`config.mk`:
```
export PLATFORM = sky130hd
export DESIGN_NAME = melody_player
export DESIGN_NICKNAME = d
export VERILOG_FILES = /design/src/rtl/melody_pkg.sv /design/src/rtl/melody_tone_gen.sv /design/src/rtl/melody_player.sv
export SDC_FILE = /design/constraint.sdc
export NUM_CORES = 1
export LEC_CHECK = 0
export CAP_MARGIN = 20
export CORE_MARGIN = 3
export CORE_UTILIZATION = 55
export DETAILED_ROUTE_END_ITERATION = 12
export PLACE_DENSITY_LB_ADDON = 0.08
export SYNTH_ARGS = -nofsm -noshare
export SYNTH_HDL_FRONTEND = slang
export SYNTH_SLANG_ARGS = --single-unit
```
`constraint.sdc`:
```
create_clock -name clk -period 13.85 [get_ports clk]
set_input_delay 2.77 -clock clk [delete_from_list [all_inputs] [get_ports clk]]
set_output_delay 2.77 -clock clk [all_outputs]
set_load 0.01 [all_outputs]
```
`src/rtl/melody_pkg.sv`:
```
// Shared definitions for the melody player: note codes, tone period table,
// FSM state type and the song ROM.
package melody_pkg;

    localparam int PERIOD_W = 20;

    typedef logic [3:0]          note_t;
    typedef logic [PERIOD_W-1:0] period_t;

    typedef enum logic [1:0] {
        ST_IDLE,
        ST_PLAY,
        ST_DONE
    } state_t;

    localparam note_t NOTE_REST = 4'd0;
    localparam note_t DO_       = 4'd1;
    localparam note_t RE_       = 4'd2;
    localparam note_t MI_       = 4'd3;
    localparam note_t FA_       = 4'd4;
    localparam note_t SO_       = 4'd5;
    localparam note_t LA_       = 4'd6;
    localparam note_t SI_       = 4'd7;
    localparam note_t DO        = 4'd8;
    localparam note_t RE        = 4'd9;
    localparam note_t MI        = 4'd10;
    localparam note_t FA        = 4'd11;
    localparam note_t SO        = 4'd12;
    localparam note_t LA        = 4'd13;
    localparam note_t SI        = 4'd14;
    localparam note_t NOTE_END  = 4'd15;

    function automatic int unsigned note_freq(input note_t code);
        case (code)
            DO_:     return 262;
            RE_:     return 294;
            MI_:     return 330;
            FA_:     return 349;
            SO_:     return 392;
            LA_:     return 440;
            SI_:     return 494;
            DO:      return 523;
            RE:      return 587;
            MI:      return 659;
            FA:      return 698;
            SO:      return 784;
            LA:      return 880;
            SI:      return 988;
            default: return 0;
        endcase
    endfunction

    // Rest and END have no frequency and get period 0; they never sound.
    function automatic int unsigned note_period(input int unsigned clk_freq, input note_t code);
        int unsigned f;
        f = note_freq(code);
        return (f == 0) ? 0 : clk_freq / f;
    endfunction

    function automatic logic [15:0][PERIOD_W-1:0] period_table(input int unsigned clk_freq);
        logic [15:0][PERIOD_W-1:0] t;
        for (int k = 0; k < 16; k++) begin
            t[k] = PERIOD_W'(note_period(clk_freq, note_t'(k)));
        end
        return t;
    endfunction

    // Indexed by {song, slot}; anything not listed plays as END.
    function automatic note_t song_rom(input logic [3:0] song, input logic [7:0] slot);
        case ({song, slot})
            12'h000: return MI;
            12'h001: return RE;
            12'h002: return DO;
            12'h003: return NOTE_REST;
            12'h004: return SO;
            12'h005: return LA;
            12'h006: return SI;
            12'h007: return DO_;
            12'h100: return DO;
            12'h101: return MI;
            12'h102: return SO;
            12'h103: return NOTE_REST;
            12'h104: return MI_;
            default: return NOTE_END;
        endcase
    endfunction

endpackage

```
`src/rtl/melody_tone_gen.sv`:
```
// Tone counter and duty compare; produces the registered active-low buzzer drive.
module tone_gen
    import melody_pkg::*;
(
    input  logic    clk,
    input  logic    rst,
    input  period_t period_i,
    input  logic [2:0] volume_i,
    input  logic    enable_i,
    input  logic    slot_clear_i,
    output logic    pwm_n_o
);

    period_t tone_cnt_q, tone_cnt_d;
    period_t thr;
    logic    pwm_n_q, pwm_n_d;

    // Louder volume widens the low pulse; 7 gives half the period.
    assign thr = period_i >> (4'd8 - {1'b0, volume_i});

    always_comb begin
        tone_cnt_d = tone_cnt_q;
        if (slot_clear_i) begin
            tone_cnt_d = '0;
        end else if (enable_i) begin
            tone_cnt_d = (tone_cnt_q >= period_i - 1'b1) ? '0 : tone_cnt_q + 1'b1;
        end
        pwm_n_d = !(enable_i && (volume_i != 3'd0) && (tone_cnt_q < thr));
    end

    always_ff @(posedge clk or posedge rst) begin
        if (rst) begin
            tone_cnt_q <= '0;
            pwm_n_q    <= 1'b1;
        end else begin
            tone_cnt_q <= tone_cnt_d;
            pwm_n_q    <= pwm_n_d;
        end
    end

    assign pwm_n_o = pwm_n_q;

endmodule

```
`src/rtl/melody_player.sv`:
```
// Song sequencer: walks the ROM slot by slot, handles start/stop/loop and
// drives the tone generator.
module melody_player
    import melody_pkg::*;
#(
    parameter int CLK_FREQ   = 50_000_000,
    parameter int NOTE_TICKS = 15_000_000,
    parameter int SONG_LEN   = 64,
    parameter int NUM_SONGS  = 4,
    localparam int SEL_W     = (NUM_SONGS > 1) ? $clog2(NUM_SONGS) : 1
) (
    input  logic             clk,
    input  logic             rst,
    input  logic             start,
    input  logic             stop,
    input  logic             loop,
    input  logic [SEL_W-1:0] song_sel,
    input  logic [2:0]       volume,
    output logic             busy,
    output logic             done,
    output logic [7:0]       note_idx,
    output logic             pwm
);

    localparam int SLOT_W = $clog2(NOTE_TICKS);
    localparam int ART    = (NOTE_TICKS >> 1) + (NOTE_TICKS >> 2);
    localparam logic [15:0][PERIOD_W-1:0] PERIOD_TAB = period_table(CLK_FREQ);

    if (note_period(CLK_FREQ, DO_) >= (1 << PERIOD_W)) begin : g_period_ovf
        $error("melody_player: tone period does not fit in 20 bits");
    end
    if (SONG_LEN < 2 || SONG_LEN > 256) begin : g_len_chk
        $error("melody_player: SONG_LEN out of range");
    end
    if (NUM_SONGS < 1 || NUM_SONGS > 16 || (NUM_SONGS & (NUM_SONGS - 1)) != 0) begin : g_songs_chk
        $error("melody_player: NUM_SONGS must be a power of two in 1..16");
    end

    state_t            state_q, state_d;
    logic [SLOT_W-1:0] slot_cnt_q, slot_cnt_d;
    logic [7:0]        note_idx_q, note_idx_d;
    logic              loop_q, loop_d;
    logic [SEL_W-1:0]  song_q, song_d;
    logic              done_q, done_d;
    logic              slot_wrap, end_pass;
    logic [3:0]        song_idx;
    note_t             cur_code, next_code;
    logic              is_tone, tone_en, slot_clear;

    assign song_idx  = 4'(song_q) & 4'(NUM_SONGS - 1);
    assign cur_code  = song_rom(song_idx, note_idx_q);
    assign next_code = song_rom(song_idx, note_idx_q + 8'd1);

    always_comb begin
        state_d    = state_q;
        slot_cnt_d = slot_cnt_q;
        note_idx_d = note_idx_q;
        loop_d     = loop_q;
        song_d     = song_q;
        done_d     = 1'b0;
        slot_wrap  = 1'b0;
        end_pass   = 1'b0;
        case (state_q)
            ST_IDLE: begin
                if (start && !stop) begin
                    state_d    = ST_PLAY;
                    loop_d     = loop;
                    song_d     = song_sel;
                    note_idx_d = '0;
                    slot_cnt_d = '0;
                end
            end
            ST_PLAY: begin
                if (stop) begin
                    state_d    = ST_IDLE;
                    note_idx_d = '0;
                    slot_cnt_d = '0;
                end else if (cur_code == NOTE_END) begin
                    end_pass = 1'b1;
                end else if (slot_cnt_q == SLOT_W'(NOTE_TICKS - 1)) begin
                    // Look ahead so a pass ending on an END slot lasts whole slots.
                    slot_wrap  = 1'b1;
                    slot_cnt_d = '0;
                    if (note_idx_q == 8'(SONG_LEN - 1) || next_code == NOTE_END) begin
                        end_pass = 1'b1;
                    end else begin
                        note_idx_d = note_idx_q + 8'd1;
                    end
                end else begin
                    slot_cnt_d = slot_cnt_q + 1'b1;
                end
                if (end_pass) begin
                    done_d     = 1'b1;
                    note_idx_d = '0;
                    slot_cnt_d = '0;
                    if (!loop_q) state_d = ST_DONE;
                end
            end
            default: begin
                state_d = ST_IDLE;
            end
        endcase
    end

    always_ff @(posedge clk or posedge rst) begin
        if (rst) begin
            state_q    <= ST_IDLE;
            slot_cnt_q <= '0;
            note_idx_q <= '0;
            loop_q     <= 1'b0;
            song_q     <= '0;
            done_q     <= 1'b0;
        end else begin
            state_q    <= state_d;
            slot_cnt_q <= slot_cnt_d;
            note_idx_q <= note_idx_d;
            loop_q     <= loop_d;
            song_q     <= song_d;
            done_q     <= done_d;
        end
    end

    assign is_tone    = (cur_code != NOTE_REST) && (cur_code != NOTE_END);
    assign tone_en    = (state_q == ST_PLAY) && !stop && is_tone && (slot_cnt_q < SLOT_W'(ART));
    assign slot_clear = (state_q != ST_PLAY) || stop || slot_wrap || end_pass;

    tone_gen u_tone (
        .clk          (clk),
        .rst          (rst),
        .period_i     (PERIOD_TAB[cur_code]),
        .volume_i     (volume),
        .enable_i     (tone_en),
        .slot_clear_i (slot_clear),
        .pwm_n_o      (pwm)
    );

    assign busy     = (state_q == ST_PLAY);
    assign done     = done_q;
    assign note_idx = note_idx_q;

endmodule

```
==> results.md, run 1 <==
- Status: complete, no violations
- Ys Warns: 0
- Die H: ~110 um
- Via-per-instance ratio: around 6.5
- DR WL/cell: approximately 18 um
- Hpwl dp: approximately 12 mm
- Ys flop type: dfrtp_1
- EDFF count, synth: 0
- Post-DRT Antenna Nets: 0
- Clock Sinks: 59
- Antenna cells: 0
- Gr ovfl total: 0
- Max Cap Violations: 0
- Post-Syn Nets: ~820
- Final setup fails: 0
- CP arrival: slightly above 9 ns
- Largest net degree at the start of global routing: 60
- First-pass DRT Iterations: 5
- Worst vdd ir: 0.09688 mV
- Setup tns final: 0 ns
- Worst Tran Pin Value: slightly below 1 ns
- WP data required: roughly 14 ns
- Tcrit/Tclk final: 63.46%
- Reg clk slew, reported paths: about 0.08 ns
- Syn Std Cell Area: ~0.006 mm^2
- CP Launch Type: input pin
- HP Class: reg2reg
- Starting DRT DRC Count: between 600 and 700
- Worst clock skew: just under 0.02 ns
- Post-Syn Area per Cell: between 7 and 8 um^2
- Cell area after layout: between 0.006 and 0.007 mm^2
- Worst slack at placement: 4.784 ns
- Total Routed Length: roughly 16 mm
- Synthesized flop and latch total: slightly below 60
- Critical Path Fanout Max: 29
- Clock root buffer: clkbuf_8
- Tmin final: between 8 and 9 ns
- Final RePlAce weighted congestion: between 0.9 and 1
- I/O pins: 21
- Initial Utilization: a little under three fifths
- Async SR Flop Fraction: 100.0%
- Worst rel slew slack: about a third
- Vias in the first global route: between 5000 and 6000
- Pwr dens: 195.9 mW/mm^2
- Die area: 0.01207 mm^2
- Final hold vios: 0
- Port Buf Inserts: 20
- RSZ-0062 raised after global routing: no
- CTS tree: yes
- Mapped Cells: approximately 750
- Vias: about 5800
- Most common cell after layout, fill and taps aside: nand2_1
- Num CTS Buffers: 9
- PostCTS Resize Cnt: 0
- Fin nets: ~820
- Most frequent cells in the layout: 75 x nand2_1, 72 x nor2_1, 68 x o21ai_0, 58 x dfrtp_1, 52 x ha_1
- Placed cells: a little under 900
- Antenna violations before repair: 0
- GRT Total Usage: roughly 29%
- Setup Buffers After CTS: 0
- Worst-case clock buffer depth: 2
- First-pass GRT wire length: ~27 mm
- Layout cells sized above 1: 6.974%
- Sequential share of the synthesized area: about 25%
- P&R area growth vs syn: 8.179%
- Reg area: 0.001478 mm^2
- Setup WS post-layout: 5.061 ns
- Leak Pwr: 2.706 nW
- FP Rows: 37
- Die width: 109.9 um
- Fill count: about 950
- DP Area: approximately 0.0062 mm^2
- DR DRC count: 0
- Synth cell types: 84
- Fin cells: around 900
- Core Region: between 0.01 and 0.015 mm^2
- Setup CP Type: in2reg
- CP endpoint kind: flip-flop
- Latest clock arrival within the worst-skew pair: 0.35 ns
- CTS H-tree depth: 3
- Area of the multi-input gates: between 0.004 and 0.005 mm^2
- Max Clock Freq: between 100 and 150 MHz
- Hold_buf cts: 0
- Final Slew Violations: 0
[stage by stage]
step / power [W] / util (%) / hold slack [ns]
after floorplan: 0.0009069 / - / 0.4219
after global placement: 0.001043 / 59.44 / 0.4430
after detailed placement: 0.001061 / 59.44 / 0.4516
after CTS: 0.001241 / 61.54 / 0.4616
after global routing: 0.001368 / 61.65 / 0.4951
final: 0.001258 / 61.65 / 0.4560
[report_power, final]
| group | internal (W) | switching [W] |
|---|---|---|
| clock network | 0.000106 | 0.0000707 |
| logic | 0.000336 | 0.000538 |
| registers | 0.000184 | 0.0000227 |
| total | 0.000627 | 0.000631 |
[final timing paths]
path | start | endpoint | slack, ns | cells past startpoint
hold / removal | loop_q | state_q[1] | 0.46 | 1
setup reg to reg | note_idx[0] | u_tone.tone_cnt_q[6] | 6.83 | 24
min in group asynchronous | rst | u_tone.tone_cnt_q[14] | 2.96 | 3
hold reg to reg | loop_q | state_q[1] | 0.46 | 1
setup / recovery | volume[0] | u_tone.pwm_n_o | 5.06 | 16
max in group asynchronous | rst | slot_cnt_q[18] | 10.41 | 3
[worst max-delay path, stage by stage]
cell             delay, ns
clkdlybuf4s50_1       1.13
clkinv_1              0.71
ha_1                  0.99
inv_1                 0.40
mux2i_1               0.34
a221o_1               0.19
o21ai_0               0.10
a21oi_1               0.26
ha_1                  0.28
a2111oi_0             0.36
o21ai_0               0.17
a221oi_1              0.24
o21ai_0               0.16
or3_1                 0.42
a2111o_1              0.40
o311a_1               0.13
[kinds of logic after synthesis]
group           synth area share, %
simple gates                  26.27
flops                         24.89
xor+xnor                      3.394
mux                           4.258
compound gates                26.08
buf+inv                       4.153
fa+ha+maj                     10.96
[area by class of cell]
type	instances	share of cell area [%]
multi-input cells	632	65.59
flip-flops and latches	59	23.01
repair buffers	24	3.644
inverters	29	1.695
clock inverters	4	1.150
well taps	136	2.650
clock buffers	12	2.260
[Yosys cell counts, drive strengths merged, types with 12 or more instances]
library cell  count  area share, %
nand2            76            4.8
dfrtp            58             24
a21o             17            2.2
nand4            14            1.5
nor2             72            4.6
inv              28            1.8
nor3             26            2.5
mux2i            14            2.4
xnor2            15            2.2
nand3            43            3.6
a21oi            32            2.9
and2             12            1.3
and3             14            1.5
clkbuf           28            1.8
ha               52             11
o21ai            69            5.8
[layer usage]
metal | track usage [%] | vias up | share of wire, %
met5 | 0 | - | 0
met4 | 8.816 | 0 | 1.9
met3 | 3.582 | 25 | 7.1
met2 | 42.81 | 214 | 44
met1 | 42.41 | 2727 | 47
li1 | - | 2822 | -
[state kept, by name, indices dropped and copies added, names as in the netlist]
register	count
slot_cnt_q	24
u_tone.pwm_n_o	1
state_q	2
done	1
u_tone.tone_cnt_q	20
loop_q	1
song_q	2
note_idx	8
(Power assumes the default switching activity.)
==> run 2, diff against run 1 <==
==> constraint.sdc (replaced) <==
create_clock -name clk -period 9 [get_ports clk]
set_input_delay 1.8 -clock clk [delete_from_list [all_inputs] [get_ports clk]]
set_output_delay 1.8 -clock clk [all_outputs]
set_load 0.01 [all_outputs]
==> run 2 against run 1 <==
Effect of this change:
- utilization decreased by 0.36 points
- clock power increased by 20%
- sequential power increased by 54%
- clock skew decreased by 0.0082 ns
- register-to-register slack got worse by 4.5 ns
- critical endpoint is now u_tone.tone_cnt_q[7]
- power increased by 48%
- setup slack got worse by 2.8 ns
- via count increased by 0.17%
- non-clock buffer count increased by 2
- cell count increased by 0.22%
==> results.md, run 2 (synthesis results as in run 1) <==
- Die area: 0.01207 mm^2
- Critical Path Fanout Max: 16
- CP arrival: ~6.9 ns
- Hold_buf cts: 0
- Final hold vios: 0
- Setup Buffers After CTS: 0
- Leak Pwr: about 2.7 nW
- Min Hold Slack: between 0.4 and 0.5 ns
- DR DRC count: 0
- Via-per-instance ratio: ~6.5
- Worst vdd ir: around 0.13 mV
- Most used cell, CP: ha_1
- Final core utilization: between 60% and 70%
- RSZ-0062 raised after global routing: no
- Clock root buffer: clkbuf_8
- Total Routed Length: between 15 and 20 mm
- Worst slack at placement: 2.170 ns
- Port Buf Inserts: 20
- Post-DRT Antenna Nets: 0
- FP Rows: 37
- Antenna violations before repair: 0
- Initial Utilization: approximately 57%
- Die width: 109.9 um
- Tcrit/Tclk final: approximately three quarters
- Die H: between 100 and 150 um
- CP max stage delay: roughly 0.52 ns
- Gr ovfl total: 0
- Vias in the first global route: 5263
- GRT Total Usage: roughly 28%
- CTS H-tree depth: 3
- First-pass GRT wire length: between 20 and 30 mm
- Fin cells: about 900
- Hold depth: 1
- Num CTS Buffers: 9
- WP data required: just over 9 ns
- Latest clock arrival within the worst-skew pair: ~0.34 ns
- Max Cap Violations: 0
- Setup tns final: 0 ns
- Final setup fails: 0
- Final Slew Violations: 0
- HP Class: reg2reg
- DR WL/cell: between 15 and 20 um
- First-pass DRT Iterations: 5
- Pwr dens: about 290 mW/mm^2
- Largest net degree at the start of global routing: 60
- Antenna cells: 0
- CP Launch Type: flip-flop
- Flip-flop count of the largest register after layout: 24
- P&R area growth vs syn: 7.546%
- CTS tree: yes
- Setup CP Type: reg2reg
- Clock Sinks: 59
- Worst-case clock buffer depth: 2
- Hpwl dp: roughly 12 mm
- Most frequent cells in the layout: 75 x nand2_1, 72 x nor2_1, 68 x o21ai_0, 58 x dfrtp_1, 52 x ha_1
- Slowest-stage cell, CP: or4b_1
- Worst Tran Pin Value: approximately 0.99 ns
- Critical Path, Cell by Cell: inv_1, ha_1, nor2_1, a32oi_2, o2111ai_1, inv_1, ha_1, nor2_1, nor2_1, a211oi_1, ha_1, o2111a_1, or4b_1, nor3_1, a21oi_1, ha_1, a21o_1, a21o_1, a21o_1, a2111oi_0, o21ai_0, a21oi_4, nand2_2, o311ai_1
- Tmin final: between 6 and 7 ns
- Max Clock Freq: 149.1 MHz
- Starting DRT DRC Count: between 500 and 600
- Core Region: approximately 0.010 mm^2
- Worst clock skew: 0.01112 ns
- Reg clk slew, reported paths: around 0.070 ns
- Status: complete, no violations
- Setup WS post-layout: roughly 2.3 ns
- I/O pins: 21
- Most common cell after layout, fill and taps aside: nand2_1
- PostCTS Resize Cnt: 0
- Layout cells sized above 1: 7.349%
- Fin nets: around 820
- Final RePlAce weighted congestion: ~0.94
- Placed cells: 882
- Worst rel slew slack: between 30 and 40%
- CP endpoint kind: flip-flop
- Vias: 5798
- Most flop-heavy register: slot_cnt_q
- Reg2Reg Depth: 24
run 2: worst max-delay path, delay by kind of cell, from the launching register on:
| kind | cells | cell delay, ns |
|---|---|---|
| AO/OA/AOI/OAI | 12 | 3.21 |
| adder cells (fa/ha/maj) | 4 | 1.11 |
| buffers and inverters | 2 | 0.22 |
| AND/OR/NAND/NOR | 6 | 1.57 |
| flip-flops | 1 | 0.48 |
run 2: path summary, 6_finish.rpt:
path                        startpoint               endpoint  slack [ns]
max in group asynchronous          rst             state_q[1]        6.50
setup / recovery           note_idx[0]   u_tone.tone_cnt_q[7]        2.29
min in group asynchronous          rst  u_tone.tone_cnt_q[12]        2.00
setup reg to reg           note_idx[0]   u_tone.tone_cnt_q[7]        2.29
hold / removal                  loop_q             state_q[1]        0.46
hold reg to reg                 loop_q             state_q[1]        0.46
run 2: metal layers:
layer,GRT usage (%),vias to the layer above,part of all wire (%),routed length (um)
met4,7.925,0,1.9,304
met5,0,-,0,0
met1,40.54,2736,47,7526
li1,-,2833,-,-
met3,5.050,29,6.6,1067
met2,42.16,200,45,7272
run 2: power breakdown:
group          switching [W]  leakage (nW)  internal, W  total [W]
Combinational       0.000819          1.79     0.000516    0.00133
Clock               0.000106        0.0928     0.000106   0.000212
Sequential         0.0000348         0.811     0.000284   0.000319
run 2: area by class of cell:
type                       count  area [um^2]
clock buffer                  11        141.4
clock inverter                 5        28.78
fill                         978         4033
inverter                      29        108.9
multi-input combinational    632         4212
sequential                    59         1478
tap                          136        170.2
timing repair buffer          26        245.2
run 2: stage by stage:
step / area, um^2 / total power (W)
CTS: 6384 / 0.001848
detailed placement: 6213 / 0.001630
finish: 6384 / 0.001865
floorplan: 5936 / 0.001396
global route: 6384 / 0.002025
global placement: 6213 / 0.001618
==> run 3, diff against run 2 <==
==> constraint.sdc (replaced) <==
create_clock -name clk -period 6.2 [get_ports clk]
set_input_delay 1.24 -clock clk [delete_from_list [all_inputs] [get_ports clk]]
set_output_delay 1.24 -clock clk [all_outputs]
set_load 0.01 [all_outputs]
==> run 3 against run 2 <==
Effect of this change:
- setup slack worse by 1.9 ns
- combinational power increased by 55%
- global-route usage up 1.3 points
- worst hold slack got worse by 0.0019 ns
- clock-buffer cell count grew 2
- power rose by 54%
- clock skew up 0.0017 ns
- fmax rose by 15%
- critical path type unchanged
- largest cell class unchanged
==> results.md, run 3 (synthesis results as in run 1) <==
- Fin nets: about 830
- Most frequent cells in the layout: 75 x nand2_1, 70 x nor2_1, 67 x o21ai_0, 57 x dfrtp_1, 48 x ha_1
- Largest net degree at the start of global routing: 60
- First-pass DRT Iterations: 5
- Worst slack at placement: between 0.08 and 0.09 ns
- CP Launch Type: flip-flop
- First-pass GRT wire length: about 28 mm
- Latest clock arrival within the worst-skew pair: 0.35 ns
- Num CTS Buffers: 9
- Reg area: around 0.0015 mm^2
- Gr ovfl total: 0
- DR WL/cell: 18.38 um
- RSZ-0062 raised after global routing: yes
- Max Cap Violations: 0
- Area of the multi-input gates: approximately 0.0043 mm^2
- Die H: approximately 110 um
- Worst-case clock buffer depth: 2
- Tmin final: around 5.8 ns
- Clock Sinks: 59
- I/O pins: 21
- Fill count: ~940
- Vias: 5948
- Tcrit/Tclk final: between 90% and 100%
- DR DRC count: 0
- Port Buf Inserts: 20
- Pwr dens: ~440 mW/mm^2
- Reg clk slew, reported paths: about 0.070 ns
- Worst clock skew: between 0.01 and 0.015 ns
- Antenna cells: 0
- Total Routed Length: between 15 and 20 mm
- Worst rel slew slack: around 36%
- Final Slew Violations: 0
- Post-DRT Antenna Nets: 0
- Core Region: roughly 0.010 mm^2
- Flip-flop count of the largest register after layout: 24
- Final RePlAce weighted congestion: between 0.9 and 1
- Setup CP Type: reg2reg
- CP arrival: roughly 6.1 ns
- Layout cells sized above 1: 10.55%
- FP Rows: 37
- WP data required: roughly 6.4 ns
- Final hold vios: 0
- Clock root buffer: clkbuf_8
- Final setup fails: 0
- Critical Path Fanout Max: 12
- Placed cells: roughly 900
- Setup WS post-layout: ~0.37 ns
- Vias in the first global route: roughly 5500
- Worst vdd ir: 0.2595 mV
- Hpwl dp: 12.24 mm
- Worst Tran Pin Value: approximately 0.94 ns
- Most common cell after layout, fill and taps aside: nand2_1
- P&R area growth vs syn: 10.71%
- Status: complete, no violations
- Initial Utilization: between 50 and 60%
- Fin cells: 913
- Most flop-heavy register: slot_cnt_q
- CTS H-tree depth: 3
- GRT Total Usage: 29.19%
- Die area: ~0.012 mm^2
- Die width: ~110 um
- Via-per-instance ratio: 6.515
- Max Clock Freq: between 150 and 200 MHz
- Antenna violations before repair: 0
- HP Class: reg2reg
- CTS tree: yes
- CP endpoint kind: flip-flop
- Hold_buf cts: 0
- Starting DRT DRC Count: around 540
- Leak Pwr: roughly 2.8 nW
## run 3: changes by cell type in the layout (fill, tap and decap cells not counted), sizes merged
| cell | delta |
|---|---|
| bufinv | +1 |
| buf | +15 |
| clkinv | -3 |
| clkbuf | +2 |
## run 3: per-layer routing
metal | wire [um] | track usage (%) | part of all wire [%]
met5 | 0 | 0 | 0
met4 | 384 | 8.816 | 2.3
met3 | 1043 | 5.167 | 6.2
met2 | 7508 | 44.32 | 45
met1 | 7848 | 42.20 | 47
## run 3: path summary, 6_finish.rpt
path	start	endpoint	slack, ns	depth (start not counted)
min	loop_q	state_q[1]	0.46	1
max reg2reg	note_idx[1]	u_tone.tone_cnt_q[9]	0.37	26
max	note_idx[1]	u_tone.tone_cnt_q[9]	0.37	26
min reg2reg	loop_q	state_q[1]	0.46	1
min in group asynchronous	rst	u_tone.tone_cnt_q[3]	1.43	3
max in group asynchronous	rst	note_idx[0]	4.24	3
## run 3: per-stage QoR
stage	hold slack [ns]	power, W	cell area (um^2)	util (%)	setup TNS (ns)
2_1_floorplan	0.4219	0.002026	5936	-	0
3_3_place_gp	0.4509	0.002398	6319	60.66	0
3_5_place_dp	0.4577	0.002441	6319	60.66	0
4_1_cts	0.4689	0.002798	6507	62.47	0
5_1_grt	0.4868	0.003121	6571	63.09	-0.04191
6_report	0.4587	0.002867	6571	63.09	0
## run 3: power breakdown
group	total, W	leakage (nW)	switching [W]	internal, W
clock network	0.000348	0.0974	0.000152	0.000196
logic	0.00206	1.87	0.00123	0.000830
registers	0.000454	0.810	0.0000415	0.000413
total	0.00287	2.77	0.00143	0.00144
## run 3: layout make-up
type | instances | share of cell area (%)
multi-input cells | 632 | 64.93
clock inverters | 3 | 0.6093
flip-flops and latches | 59 | 22.51
well taps | 136 | 2.589
inverters | 29 | 1.657
clock buffers | 13 | 2.266
repair buffers | 41 | 5.446
## run 3: repair_timing
item,CTS,global route
resized for setup,0,15
setup buffers,0,1
setup endpoints to repair,0,21
## run 3: worst max-delay path, stage by stage, from the launching register on
cell       delay (ns)
dfrtp_1          0.45
inv_1            0.13
ha_2             0.25
buf_4            0.20
mux2i_1          0.09
mux2i_1          0.25
nor2_1           0.13
o21a_1           0.17
inv_1            0.10
ha_1             0.19
a31oi_1          0.08
or3_1            0.43
inv_1            0.18
ha_1             0.21
o2111a_1         0.24
or4b_1           0.52
nor3_1           0.16
a21oi_1          0.06
ha_1             0.19
a21o_1           0.17
a21o_1           0.16
a21o_1           0.18
a2111oi_0        0.34
o21ai_1          0.17
a21oi_4          0.16
nand2_2          0.17
o311ai_1         0.33
